--- src/rtl/uart_pkg.sv ---
// Shared UART definitions: frame parity selection, receiver FSM states and
// the baud divider calculation used by the RX path and the future TX path.
package uart_pkg;

  typedef enum logic [1:0] {
    PAR_NONE = 2'd0,
    PAR_EVEN = 2'd1,
    PAR_ODD  = 2'd2
  } parity_t;

  typedef enum logic [2:0] {
    RX_IDLE      = 3'd0,
    RX_START     = 3'd1,
    RX_DATA      = 3'd2,
    RX_PARITY    = 3'd3,
    RX_STOP      = 3'd4,
    RX_WAIT_HIGH = 3'd5
  } rx_state_t;

  // round(clk / (baud*os)), never below 1
  function automatic int unsigned uart_div(input longint unsigned clk_hz,
                                           input longint unsigned baud,
                                           input longint unsigned os);
    longint unsigned den;
    longint unsigned q;
    den = baud * os;
    q   = (clk_hz + den / 64'd2) / den;
    if (q < 64'd1) q = 64'd1;
    return 32'(q);
  endfunction

endpackage

--- src/rtl/uart_rx_os_if.sv ---
// Receive-word handshake between the UART receiver and its consumer,
// plus the receiver's status strobes.
interface uart_rx_os_if #(
  parameter int unsigned DATA_BITS = 8
);
  logic [DATA_BITS-1:0] rx_data;
  logic                 rx_valid;
  logic                 rx_ready;
  logic                 parity_err;
  logic                 frame_err;
  logic                 break_det;
  logic                 overrun;
  logic                 busy;

  modport master (
    output rx_data, rx_valid, parity_err, frame_err, break_det, overrun, busy,
    input  rx_ready
  );

  modport slave (
    input  rx_data, rx_valid, parity_err, frame_err, break_det, overrun, busy,
    output rx_ready
  );
endinterface

--- src/rtl/uart_baud_tick.sv ---
// Oversampling tick generator: one-cycle strobe every DIV clocks, with a
// synchronous restart so the tick phase can be aligned to an external event.
module uart_baud_tick #(
  parameter int unsigned DIV = 4
) (
  input  logic clock,
  input  logic rst_n,
  input  logic restart,
  output logic tick
);

  localparam int unsigned CW = (DIV > 1) ? $clog2(DIV) : 1;

  logic [CW-1:0] cnt;

  always_ff @(posedge clock or negedge rst_n) begin
    if (!rst_n) begin
      cnt  <= '0;
      tick <= 1'b0;
    end else if (restart) begin
      cnt  <= '0;
      tick <= 1'b0;
    end else if (cnt == CW'(DIV - 1)) begin
      cnt  <= '0;
      tick <= 1'b1;
    end else begin
      cnt  <= cnt + 1'b1;
      tick <= 1'b0;
    end
  end

endmodule

--- src/rtl/uart_rx_os.sv ---
// Oversampled UART receiver: 3-sample majority vote per bit, configurable
// frame, one-word output buffer with framing/parity/break/overrun reporting.
module uart_rx_os
  import uart_pkg::*;
#(
  parameter int unsigned CLK_FREQ   = 100_000_000,
  parameter int unsigned BAUD       = 115200,
  parameter int unsigned OVERSAMPLE = 16,
  parameter int unsigned DATA_BITS  = 8,
  parameter parity_t     PARITY     = PAR_NONE,
  parameter int unsigned STOP_BITS  = 1,
  parameter bit          MSB_FIRST  = 1'b0
) (
  input  logic         clock,
  input  logic         rst_n,
  input  logic         rx,
  uart_rx_os_if.master bus
);

  localparam int unsigned DIV = uart_div(64'(CLK_FREQ), 64'(BAUD), 64'(OVERSAMPLE));
  localparam int unsigned SCW = $clog2(OVERSAMPLE);
  localparam int unsigned BCW = 4;
  // s_cnt holds ticks elapsed in the bit minus one, so these hit ticks OS/2-1..OS/2+1
  localparam int unsigned SAMP_A = OVERSAMPLE / 2 - 2;
  localparam int unsigned SAMP_B = OVERSAMPLE / 2 - 1;
  localparam int unsigned SAMP_C = OVERSAMPLE / 2;

  rx_state_t state, state_n;

  logic                 rx_m, rx_s;
  logic                 tick;
  logic [SCW-1:0]       s_cnt;
  logic [BCW-1:0]       bit_cnt;
  logic                 samp_a, samp_b;
  logic [DATA_BITS-1:0] data_sr;
  logic                 pbit_r;
  logic                 fe_acc;

  logic [DATA_BITS-1:0] rx_data_r;
  logic                 rx_valid_r, parity_err_r, frame_err_r;
  logic                 break_r, overrun_r, busy_r;

  logic maj_c, decide_c, bit_end_c, pe_c, fe_c;
  logic restart_c, shift_c, pbit_c, stop_low_c, bit_inc_c, bit_clr_c;
  logic deliver_c, brk_c;

  // Two-flop synchroniser, idles high
  always_ff @(posedge clock or negedge rst_n) begin
    if (!rst_n) begin
      rx_m <= 1'b1;
      rx_s <= 1'b1;
    end else begin
      rx_m <= rx;
      rx_s <= rx_m;
    end
  end

  uart_baud_tick #(.DIV(DIV)) u_tick (
    .clock   (clock),
    .rst_n   (rst_n),
    .restart (restart_c),
    .tick    (tick)
  );

  assign maj_c     = (samp_a & samp_b) | (samp_a & rx_s) | (samp_b & rx_s);
  assign decide_c  = tick && (s_cnt == SCW'(SAMP_C));
  assign bit_end_c = tick && (s_cnt == SCW'(OVERSAMPLE - 1));
  assign pe_c      = (PARITY != PAR_NONE) && ((^data_sr ^ pbit_r) != (PARITY == PAR_ODD));
  assign fe_c      = fe_acc | ~maj_c;

  always_ff @(posedge clock or negedge rst_n) begin
    if (!rst_n) state <= RX_IDLE;
    else        state <= state_n;
  end

  always_comb begin
    state_n    = state;
    restart_c  = 1'b0;
    shift_c    = 1'b0;
    pbit_c     = 1'b0;
    stop_low_c = 1'b0;
    bit_inc_c  = 1'b0;
    bit_clr_c  = 1'b0;
    deliver_c  = 1'b0;
    brk_c      = 1'b0;
    case (state)
      RX_IDLE: begin
        if (!rx_s) begin
          state_n   = RX_START;
          restart_c = 1'b1;
        end
      end
      RX_START: begin
        if (decide_c && maj_c) state_n = RX_IDLE;
        else if (bit_end_c)    state_n = RX_DATA;
      end
      RX_DATA: begin
        shift_c = decide_c;
        if (bit_end_c) begin
          if (bit_cnt == BCW'(DATA_BITS - 1)) begin
            bit_clr_c = 1'b1;
            state_n   = (PARITY != PAR_NONE) ? RX_PARITY : RX_STOP;
          end else begin
            bit_inc_c = 1'b1;
          end
        end
      end
      RX_PARITY: begin
        pbit_c = decide_c;
        if (bit_end_c) state_n = RX_STOP;
      end
      RX_STOP: begin
        if (decide_c) begin
          stop_low_c = ~maj_c;
          // Last stop bit completes at its centre for half-bit resync margin
          if (bit_cnt == BCW'(STOP_BITS - 1)) begin
            if (!maj_c && (data_sr == '0) && ((PARITY == PAR_NONE) || !pbit_r)) begin
              brk_c   = 1'b1;
              state_n = RX_WAIT_HIGH;
            end else begin
              deliver_c = 1'b1;
              state_n   = maj_c ? RX_IDLE : RX_WAIT_HIGH;
            end
          end
        end else if (bit_end_c) begin
          bit_inc_c = 1'b1;
        end
      end
      RX_WAIT_HIGH: begin
        if (rx_s) state_n = RX_IDLE;
      end
      default: state_n = RX_IDLE;
    endcase
  end

  // Sample/bit counters, vote samples and frame assembly
  always_ff @(posedge clock or negedge rst_n) begin
    if (!rst_n) begin
      s_cnt   <= '0;
      bit_cnt <= '0;
      samp_a  <= 1'b1;
      samp_b  <= 1'b1;
      data_sr <= '0;
      pbit_r  <= 1'b0;
      fe_acc  <= 1'b0;
    end else begin
      if (restart_c) begin
        s_cnt   <= '0;
        bit_cnt <= '0;
        fe_acc  <= 1'b0;
      end else begin
        if (tick) s_cnt <= (s_cnt == SCW'(OVERSAMPLE - 1)) ? '0 : s_cnt + 1'b1;
        if (bit_clr_c)      bit_cnt <= '0;
        else if (bit_inc_c) bit_cnt <= bit_cnt + 1'b1;
        if (stop_low_c) fe_acc <= 1'b1;
      end
      if (tick && (s_cnt == SCW'(SAMP_A))) samp_a <= rx_s;
      if (tick && (s_cnt == SCW'(SAMP_B))) samp_b <= rx_s;
      if (shift_c) begin
        data_sr <= MSB_FIRST ? {data_sr[DATA_BITS-2:0], maj_c}
                             : {maj_c, data_sr[DATA_BITS-1:1]};
      end
      if (pbit_c) pbit_r <= maj_c;
    end
  end

  // One-word output buffer; a full buffer keeps the old word and flags overrun
  always_ff @(posedge clock or negedge rst_n) begin
    if (!rst_n) begin
      rx_data_r    <= '0;
      rx_valid_r   <= 1'b0;
      parity_err_r <= 1'b0;
      frame_err_r  <= 1'b0;
      break_r      <= 1'b0;
      overrun_r    <= 1'b0;
      busy_r       <= 1'b0;
    end else begin
      break_r   <= brk_c;
      overrun_r <= 1'b0;
      busy_r    <= (state_n != RX_IDLE);
      if (rx_valid_r && bus.rx_ready) rx_valid_r <= 1'b0;
      if (deliver_c) begin
        if (!rx_valid_r || bus.rx_ready) begin
          rx_data_r    <= data_sr;
          parity_err_r <= pe_c;
          frame_err_r  <= fe_c;
          rx_valid_r   <= 1'b1;
        end else begin
          overrun_r <= 1'b1;
        end
      end
    end
  end

  assign bus.rx_data    = rx_data_r;
  assign bus.rx_valid   = rx_valid_r;
  assign bus.parity_err = parity_err_r;
  assign bus.frame_err  = frame_err_r;
  assign bus.break_det  = break_r;
  assign bus.overrun    = overrun_r;
  assign bus.busy       = busy_r;

endmodule

--- src/flat_wrapper.sv ---
// flat-port wrapper written by rule: the top's interface ports become plain ports
module uart_rx_os_flat import uart_pkg::*;
#(
  parameter int unsigned CLK_FREQ   = 100_000_000,
  parameter int unsigned BAUD       = 115200,
  parameter int unsigned OVERSAMPLE = 16,
  parameter int unsigned DATA_BITS  = 8,
  parameter parity_t     PARITY     = PAR_NONE,
  parameter int unsigned STOP_BITS  = 1,
  parameter bit          MSB_FIRST  = 1'b0
)
  (clock, rst_n, rx, bus_rx_data, bus_rx_valid, bus_parity_err, bus_frame_err, bus_break_det, bus_overrun, bus_busy, bus_rx_ready);
  uart_rx_os_if #(.DATA_BITS(DATA_BITS)) bus_i ();
  input  logic clock;
  input  logic rst_n;
  input  logic rx;
  output wire logic [$bits(bus_i.rx_data)-1:0] bus_rx_data;
  output wire logic [$bits(bus_i.rx_valid)-1:0] bus_rx_valid;
  output wire logic [$bits(bus_i.parity_err)-1:0] bus_parity_err;
  output wire logic [$bits(bus_i.frame_err)-1:0] bus_frame_err;
  output wire logic [$bits(bus_i.break_det)-1:0] bus_break_det;
  output wire logic [$bits(bus_i.overrun)-1:0] bus_overrun;
  output wire logic [$bits(bus_i.busy)-1:0] bus_busy;
  input wire logic [$bits(bus_i.rx_ready)-1:0] bus_rx_ready;
  assign bus_rx_data = bus_i.rx_data;
  assign bus_rx_valid = bus_i.rx_valid;
  assign bus_parity_err = bus_i.parity_err;
  assign bus_frame_err = bus_i.frame_err;
  assign bus_break_det = bus_i.break_det;
  assign bus_overrun = bus_i.overrun;
  assign bus_busy = bus_i.busy;
  assign bus_i.rx_ready = bus_rx_ready;
  uart_rx_os #(.CLK_FREQ(CLK_FREQ), .BAUD(BAUD), .OVERSAMPLE(OVERSAMPLE), .DATA_BITS(DATA_BITS), .PARITY(PARITY), .STOP_BITS(STOP_BITS), .MSB_FIRST(MSB_FIRST)) u_core (.clock(clock), .rst_n(rst_n), .rx(rx), .bus(bus_i));
endmodule
--- config.mk ---
export PLATFORM = sky130hd
export DESIGN_NAME = uart_rx_os_flat
export DESIGN_NICKNAME = d
export VERILOG_FILES = /design/src/rtl/uart_pkg.sv /design/src/rtl/uart_rx_os_if.sv /design/src/rtl/uart_baud_tick.sv /design/src/rtl/uart_rx_os.sv /design/src/flat_wrapper.sv
export SDC_FILE = /design/constraint.sdc
export NUM_CORES = 1
export LEC_CHECK = 0
export BUFFER_PORTS_ARGS = -buffer_cell sky130_fd_sc_hd__buf_2
export CAP_MARGIN = 20
export CORE_AREA = 2 2 76 78
export CTS_CLUSTER_SIZE = 25
export DETAILED_ROUTE_END_ITERATION = 10
export DIE_AREA = 0 0 78 80
export GPL_TIMING_DRIVEN = 0
export PLACE_DENSITY = 0.67
export SLEW_MARGIN = 5
export SYNTH_ARGS = -nofsm -noshare
export SYNTH_HDL_FRONTEND = slang
export SYNTH_HIERARCHICAL = 1
export SYNTH_SLANG_ARGS = --single-unit
export TNS_END_PERCENT = 10
--- constraint.sdc ---
create_clock -name clock -period 2.4 [get_ports clock]
set_input_delay 0.48 -clock clock [delete_from_list [all_inputs] [get_ports clock]]
set_output_delay 0.48 -clock clock [all_outputs]
set_load 0.02 [all_outputs]
==> results.yml <==
grt:
  grt_pass1_vias: 1316
  grt_pass1_wl_um: 5890
  grt_start_max_net_pins: 45
  antenna_found_initial: 0
  grt_overflow: 0
  grt_usage_pct: 12.2
routing:
  ant_nets: 0
  first_pass_iters: 4
  wl_met3_um: 101
  drt_iter0_drc: 110
  drt-met1-wl_um: 1710
  drc: 0
  maxUsedRoutingLayer: "met4"
  routed_wl_um: 3490
  detail_route.wl_per_cell_um: 12.8
  route.met2.wl_um: 1620
  vias: 1366
  avgViaCountPerCell: 5.00
job:
  cap_violations: 0
sta:
  post-route-period-util_pct: 86.1
  rsz0062_at_grt: "no"
  period_minus_slack_ns: 2.07
  fmax_mhz: 484
  report.final.slew_viol_count: 0
  fin_skew_ns: 0.0102
  relSlewSlack_pct: 36.6
  max_slew.worst_pin.slew_ns: 0.951
  timing_hold_violations_final: 0
  setup_viol: 0
  final.setup.tns_ns: 0
  worst_slack_ns: 0.334
worst_setup_path:
  r2r_start: "u_core/s_cnt[0]"
  cp_top_family: "simple AND/OR/NAND/NOR gates"
  end_kind: "register"
  worst-path-buf-inv: 2
  crit_chain: "inv_1 > ha_1 > and4b_1 > buf_2 > nand4_1 > mux2_1"
  cp_slowest_cell: "mux2_1"
  cp.required_ns: 2.57
  r2r_setup_slack_ns: 0.33
  r2r_cells: 6
  slowest_delay_ns: 0.47
  crit_path_start_kind: "register"
  r2r_end: "u_core/data_sr[4]"
  cp.arrival_ns: 2.24
  path_class: "register to register"
  crit_fanout: 8
logic_synthesis:
  synth_area_leaders: "dfrtp_1 (48%), mux2_4 (5.7%), dfstp_2 (5.0%)"
  ys.flop_type: "dfrtp_1"
  async_flop_share_pct: 100
  syn_nets: 188
  synth_top_cell_by_area: "dfrtp_1"
  yosysSeqAreaShare_pct: 52.5
  synth.avg_cell_area_um2: 11.9
  synth-warning-count: 6
  syn_area_um2: 2110
  synth_edf_count: 0
  synth_cell_type_count: 54
  synth-seq-cells: 44
  netlist.area_leader.share_pct: 47.5
  synthCells: 177
floorplan:
  die_area_um2: 6240
  rows: 27
  die_h_um: 80
  start_util_pct: 39.0
  io_pins: 18
  core_um2: 5410
  die-width_um: 78
clocking:
  clockBufferDepth: 2
  numCtsBuffers: 5
  cts_tree: "done"
  cts_resized: 0
  clockRootBuffer: "clkbuf_8"
  clkTransAtPathRegs_ns: 0.08
  hold_buffers: 0
  cts_setup_buffers: 0
  cts.sinks: 44
  cts_max_level: 2
  clock_latency_ns: 0.30
placement:
  dpl_cell_area_um2: 2280
  dpl.hpwl_um: 2430
  place_congestion: 0.765
  portBuffers: 16
  place_ws_ns: 0.330
power_and_ir_drop:
  peakVddDrop_uv: 361
  p_leak_nw: 1.17
  power.density_nw_per_um2: 522
worst_hold_path:
  hold_start: "rx"
  hold_path.class: "input port to register"
  worst_hold_path.endpoint: "u_core/rx_m"
  holdPathStages: 1
outcome:
  status: "finished clean"
layout:
  stdcell_area_um2: 2370
  drive_gt1_share_pct: 25.4
  seq_area_um2: 1110
  n_antenna_cell: 0
  final_common_cell: "dfrtp_1"
  final_cell_mix: "dfrtp_1 (40), buf_2 (20), nor2_1 (10)"
  multiInputGateArea_um2: 925
  area_delta_synth_final_pct: 12.5
  fillers: 509
  fin_nets: 211
==> power breakdown <==
part           switching (mW)  internal [mW]  total (mW)
Clock                   0.243          0.230       0.472
Sequential            0.00152          0.744       0.746
Combinational          0.0166        0.00362      0.0202
==> Yosys cell counts, types with 2 or more instances <==
cell type / count
a21oi_1: 4
mux2_4: 8
nor3_1: 3
nand4_1: 2
and2_1: 2
buf_2: 4
and3_1: 2
or4_1: 2
o31ai_1: 2
nor2_1: 10
mux2i_1: 3
nand3b_1: 2
xnor2_1: 2
nand3_1: 8
nand2b_1: 4
inv_1: 9
a31oi_1: 3
nor2b_1: 2
o21ai_0: 3
xor2_1: 3
dfstp_2: 4
mux2_1: 8
ha_1: 7
and3b_1: 2
dfrtp_1: 40
nand2_1: 9
mux2_2: 2
==> worst reg2reg max path: stages (launching register included) <==
cell	delay [ns]
dfrtp_1	0.45
inv_1	0.10
ha_1	0.14
and4b_1	0.17
buf_2	0.17
nand4_1	0.43
mux2_1	0.48
==> layout make-up <==
class | instances | share of cell area (%)
inverters | 9 | 1.43
clock buffers | 6 | 3.48
multi-input cells | 117 | 39.0
flip-flops and latches | 44 | 46.7
clock inverters | 2 | 0.422
well taps | 72 | 3.80
repair buffers | 16 | 3.38
plain buffers | 7 | 1.80
==> layer usage <==
metal | vias up | track usage, %
li1 | 678 | -
met1 | 663 | 15.3
met2 | 18 | 19.9
met3 | 7 | 3.05
met4 | 0 | 5.96
met5 | - | 0
==> state kept, by name, summed over array words and instances, names as in the netlist <==
register	cells
u_core/state	3
u_core/bit_cnt	4
u_core/rx_s	1
u_core/bus.rx_data	8
u_core/data_sr	8
u_core/bus.break_det	1
u_core/bus.rx_valid	1
u_core/bus.frame_err	1
u_core/u_tick/tick	1
u_core/samp_a	1
u_core/s_cnt	4
u_core/fe_acc	1
u_core/bus.busy	1
u_core/samp_b	1
u_core/rx_m	1
u_core/u_tick/cnt	6
u_core/bus.overrun	1
==> cell families (layout without fill, tap and decap cells) <==
| family | after synthesis | count (layout) | synth area share, % |
|---|---|---|---|
| and+or+nand+nor | 58 | 58 | 16.3 |
| muxes | 21 | 21 | 12.5 |
| DFF | 44 | 44 | 52.5 |
| adders and majority gates | 8 | 8 | 4.69 |
| AOI/OAI and AO/OA | 24 | 24 | 8.14 |
| buffers and inverters | 16 | 40 | 3.62 |
| xor gates and xnor gates | 5 | 5 | 2.08 |
| other | 1 | 1 | 0.178 |
==> worst max-delay path by stage <==
stage	startpoint	endpoint	slack, ns	depth (start not counted)
2_1_floorplan	u_core/s_cnt[0]	u_core/bus.rx_data[0]	0.57	8
3_3_place_gp	u_core/s_cnt[0]	u_core/data_sr[6]	0.38	6
3_5_place_dp	u_core/s_cnt[0]	u_core/data_sr[4]	0.33	6
6_report	u_core/s_cnt[0]	u_core/data_sr[4]	0.33	6
4_1_cts	u_core/s_cnt[0]	u_core/data_sr[4]	0.30	6
5_1_grt	u_core/s_cnt[0]	u_core/data_sr[6]	0.17	6
==> stage by stage <==
step | util [%] | total power [mW] | hold slack (ns) | cells
after CTS | 43.8 | 1.25 | 0.269 | 273
after global routing | 43.8 | 1.28 | 0.270 | 273
after floorplan | - | 0.764 | 0.184 | 177
final | 43.8 | 1.24 | 0.281 | 273
after global placement | 42.1 | 0.781 | 0.345 | 265
after detailed placement | 42.1 | 0.782 | 0.348 | 265
Power figures use the tool's default switching activity.
